`config.mk`:
```
export PLATFORM = sky130hd
export DESIGN_NAME = hazard_unit
export DESIGN_NICKNAME = d
export VERILOG_FILES = /design/src/rtl/hazard_unit.sv
export SDC_FILE = /design/constraint.sdc
export NUM_CORES = 1
export LEC_CHECK = 0
export ABC_AREA = 1
export ABC_CLOCK_PERIOD_IN_PS = 1900
export BUFFER_PORTS_ARGS = -buffer_cell sky130_fd_sc_hd__buf_2
export CAP_MARGIN = 20
export CORE_ASPECT_RATIO = 1.25
export CORE_MARGIN = 2
export CORE_UTILIZATION = 50
export DETAILED_ROUTE_END_ITERATION = 12
export PLACE_DENSITY = 0.73
export SLEW_MARGIN = 20
export SYNTH_ARGS = -nofsm -noshare
export SYNTH_HDL_FRONTEND = slang
export SYNTH_SLANG_ARGS = --single-unit
```
`constraint.sdc`:
```
create_clock -name clk -period 1.9 [get_ports clk]
set_clock_uncertainty 0.1 [all_clocks]
set_input_delay 0.285 -clock clk [delete_from_list [all_inputs] [get_ports clk]]
set_output_delay 0.285 -clock clk [all_outputs]
set_load 0.005 [all_outputs]
```
`src/rtl/hazard_unit.sv`:
```
// Hazard and forwarding controller for a 5-stage IF/ID/EX/MEM/WB pipeline.
// Shadows in-flight destinations and drives stage enables, flushes, forwarding and bypass selects.
module hazard_unit #(
   parameter int          RA_W     = 4,
   parameter int unsigned ZERO_REG = 0,
   parameter int          CNT_W    = 16
) (
   input  logic             clk,
   input  logic             rst,
   input  logic             id_valid,
   input  logic [RA_W-1:0]  id_ra1,
   input  logic [RA_W-1:0]  id_ra2,
   input  logic             id_use1,
   input  logic             id_use2,
   input  logic [RA_W-1:0]  id_ra3,
   input  logic             id_regwrite,
   input  logic             id_memread,
   input  logic             ex_branch_taken,
   input  logic             mem_req,
   input  logic             mem_ready,
   output logic             pc_en,
   output logic             ifid_en,
   output logic             idex_en,
   output logic             exmem_en,
   output logic             ifid_flush,
   output logic             idex_flush,
   output logic             memwb_flush,
   output logic [1:0]       fwd_a,
   output logic [1:0]       fwd_b,
   output logic             id_byp1,
   output logic             id_byp2,
   output logic [CNT_W-1:0] stall_cnt,
   output logic [CNT_W-1:0] flush_cnt
);

   logic            ex_valid_reg, ex_use1_reg, ex_use2_reg, ex_regwrite_reg, ex_memread_reg;
   logic [RA_W-1:0] ex_ra1_reg, ex_ra2_reg, ex_ra3_reg;
   logic            mem_valid_reg, mem_regwrite_reg, mem_memread_reg;
   logic [RA_W-1:0] mem_ra3_reg;
   logic            wb_valid_reg, wb_regwrite_reg;
   logic [RA_W-1:0] wb_ra3_reg;
   logic [CNT_W-1:0] stall_cnt_reg, flush_cnt_reg;

   // Producer/consumer address match; register 0 is excluded when hard-wired.
   function automatic logic match(input logic pv, input logic prw, input logic [RA_W-1:0] pa,
                                  input logic cuse, input logic [RA_W-1:0] ca);
      return pv && prw && cuse && (pa == ca) && !((ZERO_REG != 0) && (ca == '0));
   endfunction

   logic [RA_W-1:0] ex_src [2];
   logic [RA_W-1:0] id_src [2];
   logic            ex_use [2];
   logic            id_use [2];
   logic [1:0]      fwd_sel [2];
   logic [1:0]      byp;
   logic [1:0]      lu_hit;

   assign ex_src[0] = ex_ra1_reg;
   assign ex_src[1] = ex_ra2_reg;
   assign ex_use[0] = ex_use1_reg;
   assign ex_use[1] = ex_use2_reg;
   assign id_src[0] = id_ra1;
   assign id_src[1] = id_ra2;
   assign id_use[0] = id_use1;
   assign id_use[1] = id_use2;

   genvar gi;
   generate
      for (gi = 0; gi < 2; gi++) begin : g_src
         // A load sitting in MEM never forwards; the load-use bubble moves it to WB first.
         assign fwd_sel[gi] =
            (rst || !ex_valid_reg) ? 2'b00 :
            match(mem_valid_reg, mem_regwrite_reg && !mem_memread_reg, mem_ra3_reg,
                  ex_use[gi], ex_src[gi]) ? 2'b01 :
            match(wb_valid_reg, wb_regwrite_reg, wb_ra3_reg, ex_use[gi], ex_src[gi]) ? 2'b10 :
            2'b00;
         assign byp[gi]    = !rst && match(wb_valid_reg, wb_regwrite_reg, wb_ra3_reg,
                                           id_use[gi], id_src[gi]);
         assign lu_hit[gi] = match(ex_valid_reg, ex_regwrite_reg, ex_ra3_reg,
                                   id_use[gi], id_src[gi]);
      end
   endgenerate

   assign fwd_a   = fwd_sel[0];
   assign fwd_b   = fwd_sel[1];
   assign id_byp1 = byp[0];
   assign id_byp2 = byp[1];

   logic mem_wait, branch, load_use, stall_ev, flush_ev;
   assign mem_wait = mem_req && !mem_ready;
   assign branch   = ex_branch_taken && ex_valid_reg;
   assign load_use = id_valid && ex_memread_reg && (|lu_hit);
   assign stall_ev = mem_wait || (load_use && !branch);
   assign flush_ev = branch && !mem_wait;

   always_comb begin
      pc_en       = 1'b1;
      ifid_en     = 1'b1;
      idex_en     = 1'b1;
      exmem_en    = 1'b1;
      ifid_flush  = 1'b0;
      idex_flush  = 1'b0;
      memwb_flush = 1'b0;
      if (!rst) begin
         if (mem_wait) begin
            pc_en       = 1'b0;
            ifid_en     = 1'b0;
            idex_en     = 1'b0;
            exmem_en    = 1'b0;
            memwb_flush = 1'b1;
         end else if (branch) begin
            ifid_flush = 1'b1;
            idex_flush = 1'b1;
         end else if (load_use) begin
            pc_en      = 1'b0;
            ifid_en    = 1'b0;
            idex_flush = 1'b1;
         end
      end
   end

   always_ff @(posedge clk) begin
      if (rst) begin
         ex_valid_reg     <= 1'b0;
         ex_use1_reg      <= 1'b0;
         ex_use2_reg      <= 1'b0;
         ex_regwrite_reg  <= 1'b0;
         ex_memread_reg   <= 1'b0;
         ex_ra1_reg       <= '0;
         ex_ra2_reg       <= '0;
         ex_ra3_reg       <= '0;
         mem_valid_reg    <= 1'b0;
         mem_regwrite_reg <= 1'b0;
         mem_memread_reg  <= 1'b0;
         mem_ra3_reg      <= '0;
         wb_valid_reg     <= 1'b0;
         wb_regwrite_reg  <= 1'b0;
         wb_ra3_reg       <= '0;
         stall_cnt_reg    <= '0;
         flush_cnt_reg    <= '0;
      end else begin
         if (stall_ev && (stall_cnt_reg != '1)) stall_cnt_reg <= stall_cnt_reg + CNT_W'(1);
         if (flush_ev && (flush_cnt_reg != '1)) flush_cnt_reg <= flush_cnt_reg + CNT_W'(1);
         if (mem_wait) begin
            wb_valid_reg <= 1'b0;
         end else begin
            wb_valid_reg     <= mem_valid_reg;
            wb_regwrite_reg  <= mem_regwrite_reg;
            wb_ra3_reg       <= mem_ra3_reg;
            mem_valid_reg    <= ex_valid_reg;
            mem_regwrite_reg <= ex_regwrite_reg;
            mem_memread_reg  <= ex_memread_reg;
            mem_ra3_reg      <= ex_ra3_reg;
            ex_valid_reg     <= id_valid && !branch && !load_use;
            ex_ra1_reg       <= id_ra1;
            ex_ra2_reg       <= id_ra2;
            ex_use1_reg      <= id_use1;
            ex_use2_reg      <= id_use2;
            ex_ra3_reg       <= id_ra3;
            ex_regwrite_reg  <= id_regwrite;
            ex_memread_reg   <= id_memread;
         end
      end
   end

   assign stall_cnt = stall_cnt_reg;
   assign flush_cnt = flush_cnt_reg;

endmodule

```
==> flow_metrics.tcl <==
set metrics [dict create \
    status "complete, but fails checks" \
    violations "setup timing" \
    die_x_um 78.9 \
    fin_crit_sh 1.08 \
    core_area_um2 6890 \
    multi_input_area_um2 1930 \
    timing.hold.ws_ps 71.8 \
    combPwrFrac 0.119 \
    crit_path_max_fanout 4 \
    syn_area_um2 3510 \
    slew_violations 0 \
    finalSetupViolCount 4 \
    drc 0 \
    dr.pass1.iters 5 \
    drt_wl_total_um 9590 \
    grtUsageTotal 0.250 \
    p_int_w 0.00216 \
    final.fill_count 646 \
    dp_slack_ps -24.5 \
    cp_common_cell "nand2_1" \
    crit_start "ex_ra3_reg[2]" \
    avgSynthCellArea_um2 6.76 \
    synthArstFlopShare 0 \
    finalNonFillerCells 703 \
    worstReg2RegStart "ex_ra3_reg[2]" \
    tightest_slew_ps 356 \
    grt_overflow_total 0 \
    setup_slack_ps -159 \
    cellLeakagePower_nw 2.02 \
    fin_util 0.641 \
    clkTransAtPathRegs_ps 70 \
    power_density_nw_per_um2 666 \
    gp_congestion 0.996 \
    r2r_slack_ps 50 \
    regArea_um2 1270 \
    synth_cell_types 42 \
    start_kind "flip-flop" \
    ys_seq_area_frac 0.354 \
    cts_sinks 62 \
    drtIter0Drc 176 \
    synth-main-ff-cell "dfxtp_1" \
    grt_pass1_wl_um 15300 \
    rsz0062_at_grt "true" \
    dieHeight_um 97.6 \
    syn_nets 543 \
    p_clk_frac 0.406 \
    worst_r2r_path_depth 12 \
    initial_core_util 0.509 \
    worst-setup-path-type "flip-flop to output pin" \
    synth_edf_count 0 \
    vias_per_cell 5.20 \
    grt_max_degree 22 \
    cts_tree "yes" \
    max_slew_margin 0.761 \
    max_stage_delay_ps 360 \
    slowest_stage "dfxtp_4" \
    drv_cap 0 \
    fmaxAchievable_ghz 0.486 \
    via_count 3659 \
    n_antenna_cell 0 \
    synthToLayoutAreaGrowth_pct 25.9 \
    cts_root_buf "clkbuf_8" \
    finalHoldViolations 0 \
    p_seq_frac 0.475 \
    grt_pass1_vias 3415 \
    ant_nets 0 \
    clock_latency_ps 340 \
    required_ps 1510 \
    yosysTopAreaCell "dfxtp_1" \
    arrival_ps 1670 \
    power.switching_w 0.000780 \
    path_cells "nand2_1 > nand2_1 > nor2_1 > nand3_1 > nand2_1 > nand2_2 > a21oi_2 > buf_2" \
    synth_top_area_share 0.354 \
    synthTopCellsByArea "dfxtp_1 (35%), nand2_1 (13%), inv_1 (8.7%), nor2_1 (6.0%), nand3_1 (4.9%)" \
    drive_gt1_frac 0.287 \
    rows 34 \
    synthCells 519 \
    min_path_type "input port to flip-flop" \
    htree_levels 3 \
    yosysWarnings 0 \
    numCtsBuffers 9 \
    fin_nets 632 \
    switching_share 0.266 \
    portBuffers 66 \
    antenna_found_initial 0 \
    end_kind "output pin" \
    die-area_um2 7700 \
    synth-seq-cells 62 \
    ir_drop_v 0.000334 \
    routedWlPerCell_um 13.6 \
    boundaryPins 67 \
    post-route-min-period_ps 2060 \
    r2r-end "stall_cnt[8]" \
    ctsLongestPathBuffers 2 \
    hpwlAfterDp_um 7050 \
    worstSetupEndpoint "idex_flush" \
    dp.cells 678 \
]
[logic make-up after synthesis]
logic type | after synthesis | synth area share
compound gates | 70 | 0.121
flops | 62 | 0.354
fa+ha+maj | 2 | 0.00714
buf+inv | 105 | 0.126
xor+xnor | 19 | 0.0475
simple gates | 261 | 0.344
[power groups by stage]
stage	combinational (W)	sequential [W]	clock, W
after floorplan	0.000207	0.00141	0
after global placement	0.000302	0.00142	0
after detailed placement	0.000308	0.00142	0
after CTS	0.000321	0.00139	0.00120
after global routing	0.000385	0.00140	0.00126
final	0.000350	0.00139	0.00119
[metal layers]
metal	vias to the layer above	track usage	share of wire
met5	-	0	0
met4	0	0.125	0.028
met3	21	0.0409	0.056
met2	135	0.427	0.50
met1	1666	0.299	0.42
li1	1837	-	-
[critical path: cells and delay by family (launching register included)]
kind / cells / cell delay [ps]
AO/OA/AOI/OAI: 1 / 170
flip-flops: 1 / 360
AND/OR/NAND/NOR: 6 / 670
buffers and inverters: 1 / 140
[metrics by stage]
| step | cell area, µm² | total power, W | TNS [ps] |
|---|---|---|---|
| after detailed placement | 3990 | 0.00172 | -28.1 |
| after global routing | 4410 | 0.00305 | -1120 |
| after CTS | 4250 | 0.00291 | -337 |
| after global placement | 3990 | 0.00172 | 0 |
| final | 4410 | 0.00294 | -469 |
| after floorplan | 3510 | 0.00161 | 0 |
[final cells by class]
class | instances | area share
Clock buffer | 12 | 0.0351
Clock inverter | 4 | 0.0102
Inverter | 86 | 0.0743
Multi-Input combinational cell | 352 | 0.436
Sequential cell | 62 | 0.289
Tap cell | 90 | 0.0255
Timing Repair Buffer | 97 | 0.130
[cell usage in the layout, fill, tap and decap left out, types with 2 or more instances in the layout]
cell and count:
nor3_2 4, a211oi_1 3, nor2_1 53, dfxtp_2 14
ha_1 2, o21ai_1 2, inv_2 7, a21oi_1 15
buf_2 66, dfxtp_1 44, o21ai_0 14, nand2_2 8
nor2_2 7, clkinv_2 3, inv_1 76, nor3_4 2
nand3b_1 2, nand2_1 122, o22ai_1 24, nand4_1 15
nor3_1 3, o211ai_1 3, buf_4 29, inv_4 2
xnor2_1 9, clkbuf_8 11, xor2_1 9, dfxtp_4 4
nand3_4 3, o21bai_1 2, nor2_4 2, nand3_1 33
[cells in the mapped netlist (8+ instances only)]
cell type,count
o22ai_1,25
a21oi_1,16
xor2_1,10
inv_1,81
nor2_1,56
xnor2_1,9
dfxtp_1,62
nand3_1,34
nand4_1,15
nand2_1,123
nand2_2,8
o21ai_0,14
[timing repair]
action                                  CTS  global route
pin swaps                                 2            13
hold buffers                              0             0
endpoints found under the setup margin   10            28
gates cloned                              0             0
buffers inserted                          3             6
gates resized for setup                  14            39
[worst min path at each step]
stage	start	end	slack [ps]	cells after the start
6_report	id_ra3[2]	ex_ra3_reg[2]	70	3
5_1_grt	id_regwrite	ex_regwrite_reg	100	3
4_1_cts	id_ra3[2]	ex_ra3_reg[2]	70	3
3_5_place_dp	mem_valid_reg	wb_valid_reg	350	2
3_3_place_gp	wb_regwrite_reg	wb_regwrite_reg	340	2
2_1_floorplan	id_memread	ex_memread_reg	320	2
Power figures use the tool's default switching activity.
